## config.mk

```make
export PLATFORM = sky130hd
export DESIGN_NAME = ht_ltf_seq_ctrl
export DESIGN_NICKNAME = d
export VERILOG_FILES = /design/src/rtl/ht_ltf_seq_ctrl.sv
export SDC_FILE = /design/constraint.sdc
export NUM_CORES = 1
export LEC_CHECK = 0
export BUFFER_PORTS_ARGS = -buffer_cell sky130_fd_sc_hd__clkbuf_2
export CAP_MARGIN = 5
export CORE_ASPECT_RATIO = 0.6
export CORE_MARGIN = 8
export CORE_UTILIZATION = 35
export DETAILED_ROUTE_END_ITERATION = 12
export HOLD_SLACK_MARGIN = 0.02
export MAX_ROUTING_LAYER = met4
export PLACE_DENSITY_LB_ADDON = 0.15
export SLEW_MARGIN = 40
export SYNTH_ARGS = -nofsm -noshare
export SYNTH_HDL_FRONTEND = slang
export SYNTH_SLANG_ARGS = --single-unit
export TNS_END_PERCENT = 1
```

## constraint.sdc

```tcl
create_clock -name clk -period 3.6 [get_ports clk]
set_clock_uncertainty 0.1 [all_clocks]
set_input_delay 0.36 -clock clk [delete_from_list [all_inputs] [get_ports clk]]
set_output_delay 0.36 -clock clk [all_outputs]
set_load 0.02 [all_outputs]
```

## src/rtl/ht_ltf_seq_ctrl.sv

```systemverilog
`default_nettype none
// ============================================================================
// ht_ltf_seq_ctrl : boots the HT-LTF generator and streams 1/2/4 symbols
// Revision: 1.0
// ============================================================================
module ht_ltf_seq_ctrl #(
  parameter int BOOT_CYCLES = 340,
  parameter int SYM_LEN     = 80,
  parameter int COEFF_W     = 128
) (
  input  logic               clk,
  input  logic               rstn,
  input  logic               start,
  input  logic               abort,
  input  logic [2:0]         num_ltf,
  input  logic [COEFF_W-1:0] coeff_in,
  output logic               gen_reset,
  output logic               gen_boot,
  output logic               gen_output_enabled,
  output logic [COEFF_W-1:0] gen_obf_coeff,
  input  logic [31:0]        gen_sample,
  output logic [31:0]        out_sample,
  output logic               out_valid,
  input  logic               out_ready,
  output logic               out_last,
  output logic               busy,
  output logic               done,
  output logic               error
);

  localparam int WAIT_W = $clog2(BOOT_CYCLES + 1);
  localparam int SMP_W  = $clog2(SYM_LEN);

  localparam logic [2:0] S_IDLE   = 3'd0;
  localparam logic [2:0] S_GRST   = 3'd1;
  localparam logic [2:0] S_BOOT   = 3'd2;
  localparam logic [2:0] S_WAIT   = 3'd3;
  localparam logic [2:0] S_STREAM = 3'd4;
  localparam logic [2:0] S_FIN    = 3'd5;
  localparam logic [2:0] S_ABRT   = 3'd6;

  logic [2:0]        state;
  logic [2:0]        state_nxt;
  logic [WAIT_W-1:0] wait_cnt;
  logic [SMP_W-1:0]  smp_cnt;
  logic [1:0]        sym_cnt;
  logic [2:0]        num_reg;
  logic              num_legal;
  logic              accept;
  logic              abort_hit;
  logic              xfer;
  logic              smp_wrap;
  logic              last_sym;

  function automatic logic [15:0] neg_sat(input logic [15:0] v);
    return (v == 16'h8000) ? 16'h7FFF : (~v + 16'd1);
  endfunction

  assign num_legal = (num_ltf == 3'd1) || (num_ltf == 3'd2) || (num_ltf == 3'd4);
  assign accept    = (state == S_IDLE) && start && num_legal;
  assign abort_hit = abort && (state != S_IDLE);
  assign xfer      = (state == S_STREAM) && out_ready;
  assign smp_wrap  = (smp_cnt == SMP_W'(SYM_LEN - 1));
  assign last_sym  = ({1'b0, sym_cnt} == (num_reg - 3'd1));

  always_ff @(posedge clk or negedge rstn) begin
    if (!rstn) begin
      state <= S_IDLE;
    end else begin
      state <= state_nxt;
    end
  end

  always_comb begin
    state_nxt = state;
    case (state)
      S_IDLE:   if (accept) state_nxt = S_GRST;
      S_GRST:   state_nxt = S_BOOT;
      S_BOOT:   state_nxt = S_WAIT;
      S_WAIT:   if (wait_cnt == WAIT_W'(BOOT_CYCLES - 1)) state_nxt = S_STREAM;
      S_STREAM: if (xfer && smp_wrap && last_sym) state_nxt = S_FIN;
      S_FIN:    state_nxt = S_IDLE;
      S_ABRT:   state_nxt = S_IDLE;
      default:  state_nxt = S_IDLE;
    endcase
    if (abort_hit) state_nxt = S_ABRT;
  end

  always_comb begin
    gen_reset          = (state == S_GRST) || (state == S_ABRT);
    gen_boot           = (state == S_BOOT);
    out_valid          = (state == S_STREAM);
    gen_output_enabled = (state == S_STREAM) && out_ready;
    out_last           = (state == S_STREAM) && smp_wrap && last_sym;
    busy               = (state != S_IDLE);
    done               = (state == S_FIN);
    out_sample         = 32'd0;
    if (state == S_STREAM) begin
      // P-matrix row 0 is (+1, -1, +1, +1): only the second symbol flips
      out_sample = (sym_cnt == 2'd1) ? {neg_sat(gen_sample[31:16]), neg_sat(gen_sample[15:0])}
                                     : gen_sample;
    end
  end

  // Wait count runs from the boot pulse so STREAM opens BOOT_CYCLES after it
  always_ff @(posedge clk or negedge rstn) begin
    if (!rstn) begin
      wait_cnt <= '0;
      smp_cnt  <= '0;
      sym_cnt  <= '0;
    end else if (abort_hit) begin
      wait_cnt <= '0;
      smp_cnt  <= '0;
      sym_cnt  <= '0;
    end else begin
      if ((state == S_BOOT) || (state == S_WAIT)) begin
        wait_cnt <= wait_cnt + WAIT_W'(1);
      end else begin
        wait_cnt <= '0;
      end
      if (state != S_STREAM) begin
        smp_cnt <= '0;
        sym_cnt <= '0;
      end else if (xfer) begin
        if (smp_wrap) begin
          smp_cnt <= '0;
          sym_cnt <= sym_cnt + 2'd1;
        end else begin
          smp_cnt <= smp_cnt + SMP_W'(1);
        end
      end
    end
  end

  always_ff @(posedge clk or negedge rstn) begin
    if (!rstn) begin
      gen_obf_coeff <= '0;
      num_reg       <= '0;
      error         <= 1'b0;
    end else begin
      error <= (state == S_IDLE) && start && !num_legal;
      if (accept) begin
        gen_obf_coeff <= coeff_in;
        num_reg       <= num_ltf;
      end
    end
  end

endmodule
`default_nettype wire
```

### Word level (Yosys, flattened, before mapping)

Cells that the tools add are included.
W data, S select, Z words.

* $add $sub $neg: 6
* bitwise operators: 2
* muxes and demuxes: 19
* equal/unequal tests: 19
* reduce and logical (&&, ||, !) cells: 20

Operator list (count)
* $mux W32: 2
* $add A16 B1 Y16 const B: 2
* $eq A16 B16 Y1 const B: 2
* $mux W16: 2
* $not A16 Y16: 2
* $mux W7: 4
* $mux W9: 2
* $pmux W3 S5: 1
* $eq A3 B3 Y1 const B: 4
* $mux W3: 4
* $add A9 B1 Y9 const B: 1
* $eq A3 B2 Y1 const B: 3
* $eq A9 B9 Y1 const B: 1
* $logic_and A1 B1 Y1: 9
* $ne A3 B3 Y1 const B: 3
* $reduce_bool A3 Y1: 3
* $mux W2: 4
* $add A7 B1 Y7 const B: 1
* $eq A7 B7 Y1 const B: 1
* $eq A3 B1 Y1 const B: 2
* $logic_or A1 B1 Y1: 4
* $eq A2 B3 Y1: 1
* $logic_not A3 Y1: 1
* $ne A3 B1 Y1 const B: 1
* other kinds (6): 6

* output and inout bits: 168
* word-level logic and storage cells: 73
* input port bits: 168
* register bits: 153

### Logic depth before layout (Yosys ltp)

* depth after elaboration: 7
* depth in mapped cells: 8
* depth with buffers taken out: 6

### Worst setup path before layout

OpenSTA, ideal clock, no wires.

* path type: input -> output
* start point: in gen_sample[0]
* end point: out out_sample[14]
* path buffers: 0
* cell stages on the path: 6
* data arrival time: 2.324 ns
* slack: 0.816 ns
* required time: 3.140 ns
* cell sequence: inv_1 -> ha_1 -> or4b_1 -> or3_1 -> o311a_1 -> a211oi_1

* cells in the longest elaborated chain, start to end: 5
* elaborated cells on any way between the ends: 6
* classes of those cells: 1 x add/sub; 1 x eq/ne; 3 x mux; 1 x bitwise

Ends and longest elaborated chain
* start, declared: RTL line 21 `input logic [31:0] gen_sample,`
* $not A16 Y16: RTL line 56 `return (v == 16'h8000) ? 16'h7FFF : (~v + 16'd1);`
* $add A16 B1 Y16: RTL line 56
* $mux W16 (*): RTL line 56
* $mux W32 (*): RTL line 100 `out_sample = (sym_cnt == 2'd1) ? {neg_sat(gen_sample[31:16]), neg_sat(gen_sample[15:0])}`
* $mux W32 (*): RTL line 98 `if (state == S_STREAM) begin`
* end, declared: RTL line 22 `output logic [31:0] out_sample,`

Every way passes the cells marked *; elsewhere a longest branch is shown, timed or not.

### Final worst setup path

* start point: reg sym_cnt[1]
* end point: out out_sample[12]

* cells in the longest elaborated chain, start to end: 3

Ends and longest elaborated chain
* start, declared: RTL line 46 `logic [1:0] sym_cnt;`
* start signal, assigned: RTL line 127 `sym_cnt <= sym_cnt + 2'd1;`
* $eq A2 B1 Y1: RTL line 100
* $mux W32: RTL line 100
* $mux W32: RTL line 98

No other way between the ends.

==> metrics.txt <==
CTS tree done; synthesized area per cell 12.5 um^2; Chip Height 126 um; Top Ports 336; Hold Crit Class in2reg; grt ovf 0; crit end category primary output; Hold Vio Cnt, Final 0; Layout area overhead 36.4%; largest area contributor in the netlist dfrtp_1; CP Data Arrival Time 2.58 ns; detailed-route via count 5576; Residual DRC 0; leakage 4.80 nW; WL final 20900 um; Syn Nets 740; status completed; final setup TNS 0 ns; Die ar. 25100 um^2; Worst Setup Path Type reg2out; WP data required 3.14 ns; H-tree levels 4; first-pass GRT wire length 32200 um; crit path cell chain inv_1 > ha_1 > nand2_1 > nor3_1 > nand2_1 > a31oi_1 > clkbuf_2; Clock transition at path regs 0.06 ns; yosys warns 0; post-CTS sizing 0; critical path's largest stage delay 0.45 ns; RSZ-0062 raised after global routing no; DP Wirelength 16300 um; Biggest register gen_obf_coeff; Slew headroom 0.505; routability cong. 0.830; die width 199 um; core area 19900 um^2; maximum VDD drop 0.356 mV; Syn Std Cell Area 7060 um^2; final hold slack 0.0532 ns; Cells after DPL 1147; maximum clock frequency 329 MHz; layout net count 1069; slowest CP cell ha_1; register bit count reported by yosys 153; number of flops mapped to enable cells by yosys 0; Final Max Tran Viols 0; MaxCap Viol Count 0; Overall Global Routing Usage 0.169; P per Cell Area 810 nW/um^2; initial antenna violation count 0; most repeated cell in the gate-level netlist after synthesis dfrtp_1; Largest regs gen_obf_coeff: 128 flops, wait_cnt: 9 flops, smp_cnt: 7 flops; post-route ant nets 0; Antenna diodes 0; Synth Instances 566; Worst-Margin Slew 0.742 ns; via/cell ratio 4.73; top cells by count, synth dfrtp_1, mux2_2, a21oi_1; count of buffers from port buffering 335; asr flop ratio synth 1.00; crit-path most repeated cell nand2_1; Netlist cell types 61; largest cells by area after synthesis dfrtp_1, mux2_2, mux2_1; max FFs per register 128; vias in the first global route 5577; TritonRoute pass-1 iters 4; critical path peak fanout 12; Final WS setup 0.561 ns; DRT iter0 DRCs 310; FF-to-FF setup slack 1.33 ns; number of buffers created by CTS 17; clock sinks 153; sequential area share after synthesis 0.542; crit path time final 3.04 ns; layout cells sized above 1 0.541; fin cells 1180; Tcrit/Tclk final 0.844; crit start category flip-flop; largest net degree at the start of global routing 104; Clock Path Buffers 2; row cnt 40; top-area cell type share of the netlist area 0.542; ys flop type dfrtp_1; DR WL/cell 17.7 um; dpl ws 0.716 ns; Final setup viols 0; Starting Density 0.355; clk root buf clkbuf_16; clock latency on the worst-skew pair 0.42 ns
cell families (layout without fill, tap and decap cells):
kind of cell | Yosys count | after routing | synth area share
flops | 153 | 153 | 0.542
mux | 135 | 135 | 0.215
simple gates | 107 | 107 | 0.0866
compound gates | 83 | 83 | 0.0762
buf+inv | 48 | 389 | 0.0276
xor+xnor | 33 | 33 | 0.0409
fa+ha+maj | 7 | 7 | 0.0120
placed cells by master, fill, tap and decap left out, types with 10 or more instances in the layout:
master	n
mux2_1	31
clkbuf_16	17
xor2_1	20
clkbuf_2	334
xnor2_1	13
mux2_2	100
dfrtp_1	153
nand2_1	10
inv_1	14
nor2_1	27
o21ai_0	10
a21oi_1	35
stage by stage:
| stage | total power, W | area (um^2) | utilization |
|---|---|---|---|
| 6_report | 0.00780 | 9640 | 0.484 |
| 5_1_grt | 0.00827 | 9640 | 0.484 |
| 4_1_cts | 0.00794 | 9610 | 0.482 |
| 3_5_place_dp | 0.00615 | 9030 | 0.453 |
| 3_3_place_gp | 0.00613 | 9030 | 0.453 |
| 2_1_floorplan | 0.00483 | 7060 | - |
worst paths after layout:
| kind | start | to | cells after the start |
|---|---|---|---|
| hold reg to reg | gen_obf_coeff[22]$_DFFE_PN0P_ | gen_obf_coeff[22]$_DFFE_PN0P_ | 1 |
| hold / removal | coeff_in[98] | gen_obf_coeff[98]$_DFFE_PN0P_ | 2 |
| max in group asynchronous | rstn | smp_cnt[2]$_DFFE_PN0P_ | 3 |
| min in group asynchronous | rstn | gen_obf_coeff[95]$_DFFE_PN0P_ | 2 |
| setup / recovery | sym_cnt[1]$_DFFE_PN0P_ | out_sample[12] | 7 |
| setup reg to reg | state[0]$_DFFE_PN0P_ | gen_obf_coeff[82]$_DFFE_PN0P_ | 4 |
critical path: cells and delay by family, from the launching register on:
kind	cells	cell delay [ns]
adder cells (fa/ha/maj)	1	0.45
AND/OR/NAND/NOR	3	0.80
flip-flops	1	0.40
buffers and inverters	2	0.25
AO/OA/AOI/OAI	1	0.26
cell type report:
type | instances | area (um^2)
inverters | 15 | 56.3
flip-flops and latches | 153 | 3830
well taps | 273 | 342
clock buffers | 20 | 447
fillers | 1925 | 10300
clock inverters | 11 | 123
multi-input cells | 365 | 3050
repair buffers | 343 | 1790
power breakdown:
| part | switching (W) | leakage [nW] | internal [W] |
|---|---|---|---|
| Sequential | 0.000396 | 1.90 | 0.00246 |
| Combinational | 0.00196 | 2.63 | 0.00126 |
| Clock | 0.000699 | 0.269 | 0.00104 |
layer usage:
| layer | track usage | up-vias | part of all wire |
|---|---|---|---|
| met5 | - | - | 0 |
| met1 | 0.213 | 2671 | 0.43 |
| met2 | 0.256 | 196 | 0.46 |
| li1 | - | 2689 | - |
| met3 | 0.0598 | 20 | 0.090 |
| met4 | 0.0491 | 0 | 0.015 |
what timing repair did:
action                    4_1_cts  5_1_grt
setup buffers                   0        0
hold buffers                    1        0
hold endpoints to repair      102        0
No activity file was read; power rests on OpenSTA's default activity.
